--- config.mk ---
export PLATFORM = sky130hd
export DESIGN_NAME = guess_score_engine
export DESIGN_NICKNAME = d
export VERILOG_FILES = /design/src/rtl/guess_score_engine.sv
export SDC_FILE = /design/constraint.sdc
export NUM_CORES = 1
export LEC_CHECK = 0
export ABC_AREA = 1
export CAP_MARGIN = 20
export CORE_MARGIN = 5
export CORE_UTILIZATION = 30
export DETAILED_ROUTE_END_ITERATION = 8
export GPL_TIMING_DRIVEN = 0
export SETUP_SLACK_MARGIN = 0.2
export SLEW_MARGIN = 20
export SYNTH_ARGS = -nofsm -noshare
export SYNTH_HDL_FRONTEND = slang
export SYNTH_SLANG_ARGS = --single-unit
--- constraint.sdc ---
create_clock -name clk -period 2.6 [get_ports clk]
set_input_delay 0.39 -clock clk [delete_from_list [all_inputs] [get_ports clk]]
set_output_delay 0.39 -clock clk [all_outputs]
set_load 0.01 [all_outputs]
--- src/rtl/guess_score_engine.sv ---
// guess_score_engine
//   Bulls-and-Cows scoring core. A free-running 16-bit LFSR supplies
//   candidate digits to build a secret of DIGITS distinct decimal digits.
//   Keypad codes then edit a guess, and each submitted guess is scored one
//   digit per cycle as A (right digit, right place) and B (right digit,
//   wrong place). The core also counts attempts and applies an optional
//   try limit.
//
// Ports
//   clk, rst_n     clock, asynchronous active-low reset
//   key_vld        one-cycle strobe qualifying key_code
//   key_code       0-9 digit, A submit, B clear guess, C new game,
//                  F toggle reveal; D/E ignored
//   guess_digits   entered digits, least significant digit in [3:0]
//   secret_digits  secret digits while reveal=1, otherwise zero
//   a_cnt, b_cnt   score of the last scored guess
//   tries          scored guesses this game, saturating
//   score_vld      one-cycle pulse when a_cnt/b_cnt/tries update
//   err            one-cycle pulse when a submit is rejected
//   ready          high while waiting for keys
//   win, lose      high in the terminal states
//   reveal         secret display enable
//
// Build option
//   GUESS_DUP_REJECT_EN : when defined, a guess that repeats a digit is
//   rejected on submit (err pulse, guess kept for editing, no try used).
module guess_score_engine #(
  parameter int          DIGITS    = 4,
  parameter int          ATT_W     = 8,
  parameter int          MAX_TRIES = 0,
  parameter logic [15:0] LFSR_SEED = 16'hACE1
) (
  input  logic                         clk,
  input  logic                         rst_n,
  input  logic                         key_vld,
  input  logic [3:0]                   key_code,
  output logic [4*DIGITS-1:0]          guess_digits,
  output logic [4*DIGITS-1:0]          secret_digits,
  output logic [$clog2(DIGITS+1)-1:0]  a_cnt,
  output logic [$clog2(DIGITS+1)-1:0]  b_cnt,
  output logic [ATT_W-1:0]             tries,
  output logic                         score_vld,
  output logic                         err,
  output logic                         ready,
  output logic                         win,
  output logic                         lose,
  output logic                         reveal
);

  localparam int                CW   = $clog2(DIGITS+1);
  localparam int                GW   = 4*DIGITS;
  localparam logic [CW-1:0]     DN   = CW'(DIGITS);
  localparam logic [ATT_W-1:0]  MAXT = ATT_W'(MAX_TRIES);

  typedef enum logic [2:0] {S_GEN, S_ENTRY, S_CMP, S_SCORE, S_WIN, S_LOSE} state_t;

  state_t            r_state, w_nxt;
  logic [15:0]       r_lfsr;
  logic [GW-1:0]     r_sec, r_guess;
  logic [CW-1:0]     r_nsec, r_nent, r_i;
  logic [CW-1:0]     r_acc_a, r_acc_b, r_a, r_b;
  logic [ATT_W-1:0]  r_tries;
  logic              r_score_vld, r_err, r_ready, r_win, r_lose, r_reveal;

  logic [3:0]        w_cand, w_gi, w_si;
  logic              w_cand_dup, w_accept;
  logic              w_k_dig, w_k_sub, w_k_clr, w_k_new, w_k_rev;
  logic              w_gdup, w_sub_ok, w_newgame;
  logic              w_hit_a, w_in_sec, w_last;
  logic [CW-1:0]     w_a_nxt, w_b_nxt;
  logic [ATT_W-1:0]  w_tries_inc;

  // ---------------- secret generation ----------------
  assign w_cand = r_lfsr[3:0];

  // Candidate must differ from the digits already stored (positions < r_nsec).
  always_comb begin
    w_cand_dup = 1'b0;
    for (int j = 0; j < DIGITS; j++)
      if (CW'(j) < r_nsec && r_sec[4*j +: 4] == w_cand) w_cand_dup = 1'b1;
  end

  assign w_accept = (w_cand < 4'd10) && !w_cand_dup;

  // ---------------- key decode ----------------
  assign w_k_dig = key_vld && (key_code < 4'd10);
  assign w_k_sub = key_vld && (key_code == 4'hA);
  assign w_k_clr = key_vld && (key_code == 4'hB);
  assign w_k_new = key_vld && (key_code == 4'hC);
  assign w_k_rev = key_vld && (key_code == 4'hF);

`ifdef GUESS_DUP_REJECT_EN
  always_comb begin
    w_gdup = 1'b0;
    for (int i = 0; i < DIGITS; i++)
      for (int j = i + 1; j < DIGITS; j++)
        if (r_guess[4*i +: 4] == r_guess[4*j +: 4]) w_gdup = 1'b1;
  end
`else
  assign w_gdup = 1'b0;
`endif

  assign w_sub_ok  = w_k_sub && (r_nent == DN) && !w_gdup;
  assign w_newgame = w_k_new &&
                     (r_state == S_ENTRY || r_state == S_WIN || r_state == S_LOSE);

  // ---------------- sequential compare ----------------
  assign w_gi    = r_guess[4*r_i +: 4];
  assign w_si    = r_sec[4*r_i +: 4];
  assign w_hit_a = (w_gi == w_si);
  assign w_last  = (r_i == CW'(DIGITS-1));

  always_comb begin
    w_in_sec = 1'b0;
    for (int j = 0; j < DIGITS; j++)
      if (r_sec[4*j +: 4] == w_gi) w_in_sec = 1'b1;
  end

  assign w_a_nxt     = r_acc_a + {{(CW-1){1'b0}}, w_hit_a};
  assign w_b_nxt     = r_acc_b + {{(CW-1){1'b0}}, (!w_hit_a && w_in_sec)};
  assign w_tries_inc = (&r_tries) ? r_tries : r_tries + ATT_W'(1);

  // ---------------- FSM ----------------
  always_ff @(posedge clk or negedge rst_n) begin
    if (!rst_n) r_state <= S_GEN;
    else        r_state <= w_nxt;
  end

  // r_a / r_tries already hold this guess's result while in S_SCORE.
  always_comb begin
    w_nxt = r_state;
    case (r_state)
      S_GEN:   if (w_accept && r_nsec == CW'(DIGITS-1)) w_nxt = S_ENTRY;
      S_ENTRY: if (w_newgame)     w_nxt = S_GEN;
               else if (w_sub_ok) w_nxt = S_CMP;
      S_CMP:   if (w_last) w_nxt = S_SCORE;
      S_SCORE: if (r_a == DN)                              w_nxt = S_WIN;
               else if (MAX_TRIES != 0 && r_tries >= MAXT) w_nxt = S_LOSE;
               else                                        w_nxt = S_ENTRY;
      S_WIN,
      S_LOSE:  if (w_newgame) w_nxt = S_GEN;
      default: w_nxt = S_GEN;
    endcase
  end

  // ---------------- datapath ----------------
  always_ff @(posedge clk or negedge rst_n) begin
    if (!rst_n) begin
      r_lfsr      <= LFSR_SEED;
      r_sec       <= '0;
      r_guess     <= '0;
      r_nsec      <= '0;
      r_nent      <= '0;
      r_i         <= '0;
      r_acc_a     <= '0;
      r_acc_b     <= '0;
      r_a         <= '0;
      r_b         <= '0;
      r_tries     <= '0;
      r_score_vld <= 1'b0;
      r_err       <= 1'b0;
      r_ready     <= 1'b0;
      r_win       <= 1'b0;
      r_lose      <= 1'b0;
      r_reveal    <= 1'b0;
    end else begin
      r_lfsr      <= {r_lfsr[14:0], r_lfsr[15] ^ r_lfsr[13] ^ r_lfsr[12] ^ r_lfsr[10]};
      r_score_vld <= 1'b0;
      r_err       <= 1'b0;
      // status flags track the state register edge for edge
      r_ready     <= (w_nxt == S_ENTRY);
      r_win       <= (w_nxt == S_WIN);
      r_lose      <= (w_nxt == S_LOSE);

      if (w_newgame) begin
        r_guess  <= '0;
        r_nent   <= '0;
        r_sec    <= '0;
        r_nsec   <= '0;
        r_tries  <= '0;
        r_a      <= '0;
        r_b      <= '0;
        r_reveal <= 1'b0;
      end else begin
        case (r_state)
          S_GEN: if (w_accept) begin
            r_sec[4*r_nsec +: 4] <= w_cand;
            r_nsec               <= r_nsec + CW'(1);
          end
          S_ENTRY: begin
            if (w_k_dig) begin
              r_guess <= {r_guess[GW-5:0], key_code};
              if (r_nent != DN) r_nent <= r_nent + CW'(1);
            end else if (w_k_clr) begin
              r_guess <= '0;
              r_nent  <= '0;
            end else if (w_k_rev) begin
              r_reveal <= ~r_reveal;
            end else if (w_k_sub) begin
              if (w_sub_ok) begin
                r_acc_a <= '0;
                r_acc_b <= '0;
                r_i     <= '0;
              end else begin
                r_err <= 1'b1;
              end
            end
          end
          S_CMP: begin
            r_acc_a <= w_a_nxt;
            r_acc_b <= w_b_nxt;
            r_i     <= r_i + CW'(1);
            // Result is latched on the way into S_SCORE so it is visible
            // during the scoring cycle itself.
            if (w_last) begin
              r_a         <= w_a_nxt;
              r_b         <= w_b_nxt;
              r_tries     <= w_tries_inc;
              r_score_vld <= 1'b1;
            end
          end
          S_SCORE: begin
            if (w_nxt == S_LOSE) r_reveal <= 1'b1;
            else if (w_nxt == S_ENTRY) begin
              r_guess <= '0;
              r_nent  <= '0;
            end
          end
          default: ;
        endcase
      end
    end
  end

  assign guess_digits  = r_guess;
  assign secret_digits = r_sec & {GW{r_reveal}};
  assign a_cnt         = r_a;
  assign b_cnt         = r_b;
  assign tries         = r_tries;
  assign score_vld     = r_score_vld;
  assign err           = r_err;
  assign ready         = r_ready;
  assign win           = r_win;
  assign lose          = r_lose;
  assign reveal        = r_reveal;

endmodule
==> results.txt <==
* FF-to-FF setup slack: 270 ps
- Largest cells by area after synthesis: sky130_fd_sc_hd__dfrtp_1 39%, sky130_fd_sc_hd__nand2_1 16%, sky130_fd_sc_hd__nand3_1 7.0%
- Setup violations remaining at the end of the flow were counted as 0.
- Maximum clock rate: about 430 MHz
* Via count of the routed design: 4,539
* Max-slew violation count: 0
- Count of unique library cells instantiated by Yosys: 42
* Class of the tightest hold or removal check: in2async
- GRT Resource Usage Total: 0.142
- Source of the worst register-to-register timing path: r_i[0]
- For met2 alone, demand over resource in global routing was 0.233.
* Normalized max-slew margin: 0.622
- Met1 Use GR: 0.193
- The initial utilization of the core area, before any placement, comes to 0.305.
- Summed over all cells, the static leakage comes to ~0.0032 uW.
- Global-route wire length before repair: between 20,000 and 25,000 um
* Clock skew: between 9 and 10 ps
* Violation count after the first detailed-routing iteration: 338
- Clock Path Buffers: 2
- Count of flip-flops with a built-in enable after synthesis: 0
- Of all nets on the critical path, the largest fanout is 6.
* Yosys Warn Count: 0
- Sequential element share of the synthesized area: 0.429
- From bottom edge to top edge, the die measures 140 um.
- At the worst endpoint, the arrival time is 2560 ps.
* Top Usage Layer GRT: met2
- Worst-skew pair later-pin latency: roughly 340 ps
- After detailed routing, the total wire length is between 10,000 and 15,000 um.
- Cell with the most instances after synthesis: sky130_fd_sc_hd__nand2_1
- The first TritonRoute pass finished after 5 iterations.
- Shortest period the worst path allows: between 2000 and 2500 ps
* Width of the chip: 140 um
* Nets: 760
- Of the cells placed in the final design, the portion with a size suffix greater than 1 is 0.153.
* Drc violations: 0
- Data on the critical path is required at its endpoint by about 2800 ps.
- Clock input transition at the sequential cells of the worst setup and hold paths: approximately 60 ps
* Antenna violations before repair: 0
* Area of the mapped netlist: slightly above 5000 um2
- Input and output buffers added on the ports amount to 58.
* Fraction of synthesized cell area taken by the top area cell type: 0.388
- Tracing the worst setup path back leads to its startpoint at r_i[0].
- Synthesized netlist cell count: approximately 660
- In the global route stage, met3 resource usage came out at 0.0340.
* Number of H-tree branching levels: 3
- The congestion estimate from routability-driven global placement came to around 0.9.
* Number of CTS-inserted buffers: 9
- Synthesis inferred 86 register bits.
- Share of flip-flops with an asynchronous set or reset after synthesis: 1.00
- In the final routed layout, each cell accounts on average for roughly 14 um.
* Kind of start point of the critical path: flop
- Synth-to-layout area growth: 28.0%
- Slew at the pin with the worst max-slew slack: approximately 570 ps
- Violated checks: hold timing
* Vias in the first global route: roughly 4,400
- The initialized floorplan defines 47 standard-cell rows.
* Post-synthesis cell type with the largest combined area: sky130_fd_sc_hd__dfrtp_1
- The root buffer cell chosen for the clock tree is sky130_fd_sc_hd__clkbuf_16.
* Total design power: 5920 uW
* Clock tree from TritonCTS: done
- The final hold violation count is 2.
- Worst hold margin: -2.18 ps
- Count of pins on the block boundary: 59
- Across the VDD grid, the largest voltage drop is roughly 0.45 mV.
* Post-route setup TNS: 0 ps
- The most used flip-flop cell after synthesis is sky130_fd_sc_hd__dfrtp_1.
- Diodes inserted: 0
- Most frequent cells after synthesis: 214 x sky130_fd_sc_hd__nand2_1, 78 x sky130_fd_sc_hd__dfrtp_1, 70 x sky130_fd_sc_hd__nand3_1, 68 x sky130_fd_sc_hd__inv_1, 40 x sky130_fd_sc_hd__nor2_1
- Period utilization: 0.896
- Summed over all layers, the global routing overflow is 0.
- Maximum capacitance violations: 0
* Die footprint: between 15,000 and 20,000 um2
- Each instance of the synthesized netlist takes up on average roughly 7.6 um2.
- Crit. End Element: flop
* Kind of critical path: reg2reg
* Number of sinks on the clock net: 86
* Power density normalized to cell area: about 920 nW/um2
- Once detailed placement completed, the half-perimeter wirelength came to slightly below 10,000 um.
- Run status: finished, violations left
- Standard cell core area: between 15,000 and 20,000 um2
- Drt via density: roughly 4.7
- Total cell area at the placement stage: around 6000 um2
- Largest net degree at the start of global routing: 55
- Setup repair after global routing could not meet its margin everywhere.
- ANT nets after route: 0
- Cell area after layout: 6440 um2
* Post-synthesis net count: 686
[cell usage in the layout (no fill, tap or decap), drive strengths merged, types with 2 or more instances in the layout]
cell type        n
nand2          220
inv             89
nand3           81
dfrtp           78
clkdlybuf4s50   57
nor2            48
o21ai           34
nand4           24
buf             20
clkbuf          19
ha              15
a21oi           11
nor3            10
xor2             9
dfstp            8
xnor2            6
o22ai            3
nor4             3
a31oi            2
[power by group]
part	switching [uW]	total (uW)	internal [uW]
clock	538	1370	831
sequential	371	1990	1620
combinational	1500	2560	1060
total	2410	5920	3510
[final timing paths]
kind / cells past startpoint / end
worst max-delay path: 17 / b_cnt[2]
worst min-delay path: 1 / tries[7]
worst max register to register: 17 / b_cnt[2]
worst min register to register: 0 / r_lfsr[5]
max in group asynchronous: 2 / r_lfsr[13]
min in group clk: 0 / r_lfsr[5]
[timing repair]
| item | in CTS | in global routing |
|---|---|---|
| pin swaps | 2 | 9 |
| gates cloned | 0 | 1 |
| setup endpoints to repair | 14 | 22 |
| hold buffers | 0 | 0 |
| setup buffers | 3 | 0 |
| resized for setup | 12 | 38 |
[through the flow]
step	worst slack, ps	hold WS, ps	utilization	cells
floorplan	526	94.4	-	664
global placement	-2110	335	0.357	942
detailed placement	35.2	342	0.358	943
CTS	204	9.78	0.382	962
global route	161	19.0	0.390	963
finish	270	-2.18	0.390	963
[registers in the layout, summed over array words and instances, names as in the netlist]
name and cells:
a_cnt 3, b_cnt 3, err 1, guess_digits 16, lose 1, r_acc_a 3
r_acc_b 3, r_i 3, r_lfsr 16, r_nent 3, r_nsec 3, r_sec 16
r_state 3, ready 1, reveal 1, score_vld 1, tries 8, win 1
[routing by layer]
layer  vias to the layer above  part of all wire
met5                         -                 0
met4                         0            0.0093
met3                        13             0.056
met2                       108              0.48
met1                      2140              0.46
li1                       2278                 -
[layout make-up]
type,instances,area [um2]
timing repair buffer,63,639
buffer,20,133
inverter,88,342
clock inverter,3,47.5
clock buffer,13,270
sequential,86,2160
fill,1686,10100
tap,220,275
multi-input combinational,470,2570
[worst max-delay path: stages (launching register included)]
cell and delay [ps]:
sky130_fd_sc_hd__dfrtp_1 420, sky130_fd_sc_hd__inv_2 140, sky130_fd_sc_hd__buf_6 150, sky130_fd_sc_hd__nand2_2 60, sky130_fd_sc_hd__nand3_4 100, sky130_fd_sc_hd__nand3_4 120, sky130_fd_sc_hd__nand2_1 80, sky130_fd_sc_hd__nand2_1 50
sky130_fd_sc_hd__nand2_1 70, sky130_fd_sc_hd__inv_1 40, sky130_fd_sc_hd__nand2_1 40, sky130_fd_sc_hd__nand2_1 80, sky130_fd_sc_hd__nor2_4 150, sky130_fd_sc_hd__nor2_2 60, sky130_fd_sc_hd__ha_2 190, sky130_fd_sc_hd__ha_4 160
sky130_fd_sc_hd__xnor2_2 180, sky130_fd_sc_hd__o21ai_1 100
[kinds of logic after synthesis]
| family | count (synthesis) | share of synthesized area |
|---|---|---|
| AND/OR/NAND/NOR | 389 | 0.359 |
| AO/OA/AOI/OAI | 51 | 0.0589 |
| flip-flops | 86 | 0.429 |
| buffers and inverters | 108 | 0.0892 |
| adder cells (fa/ha/maj) | 15 | 0.0373 |
| XOR/XNOR | 15 | 0.0261 |
No activity file was read; power rests on OpenSTA's default activity.
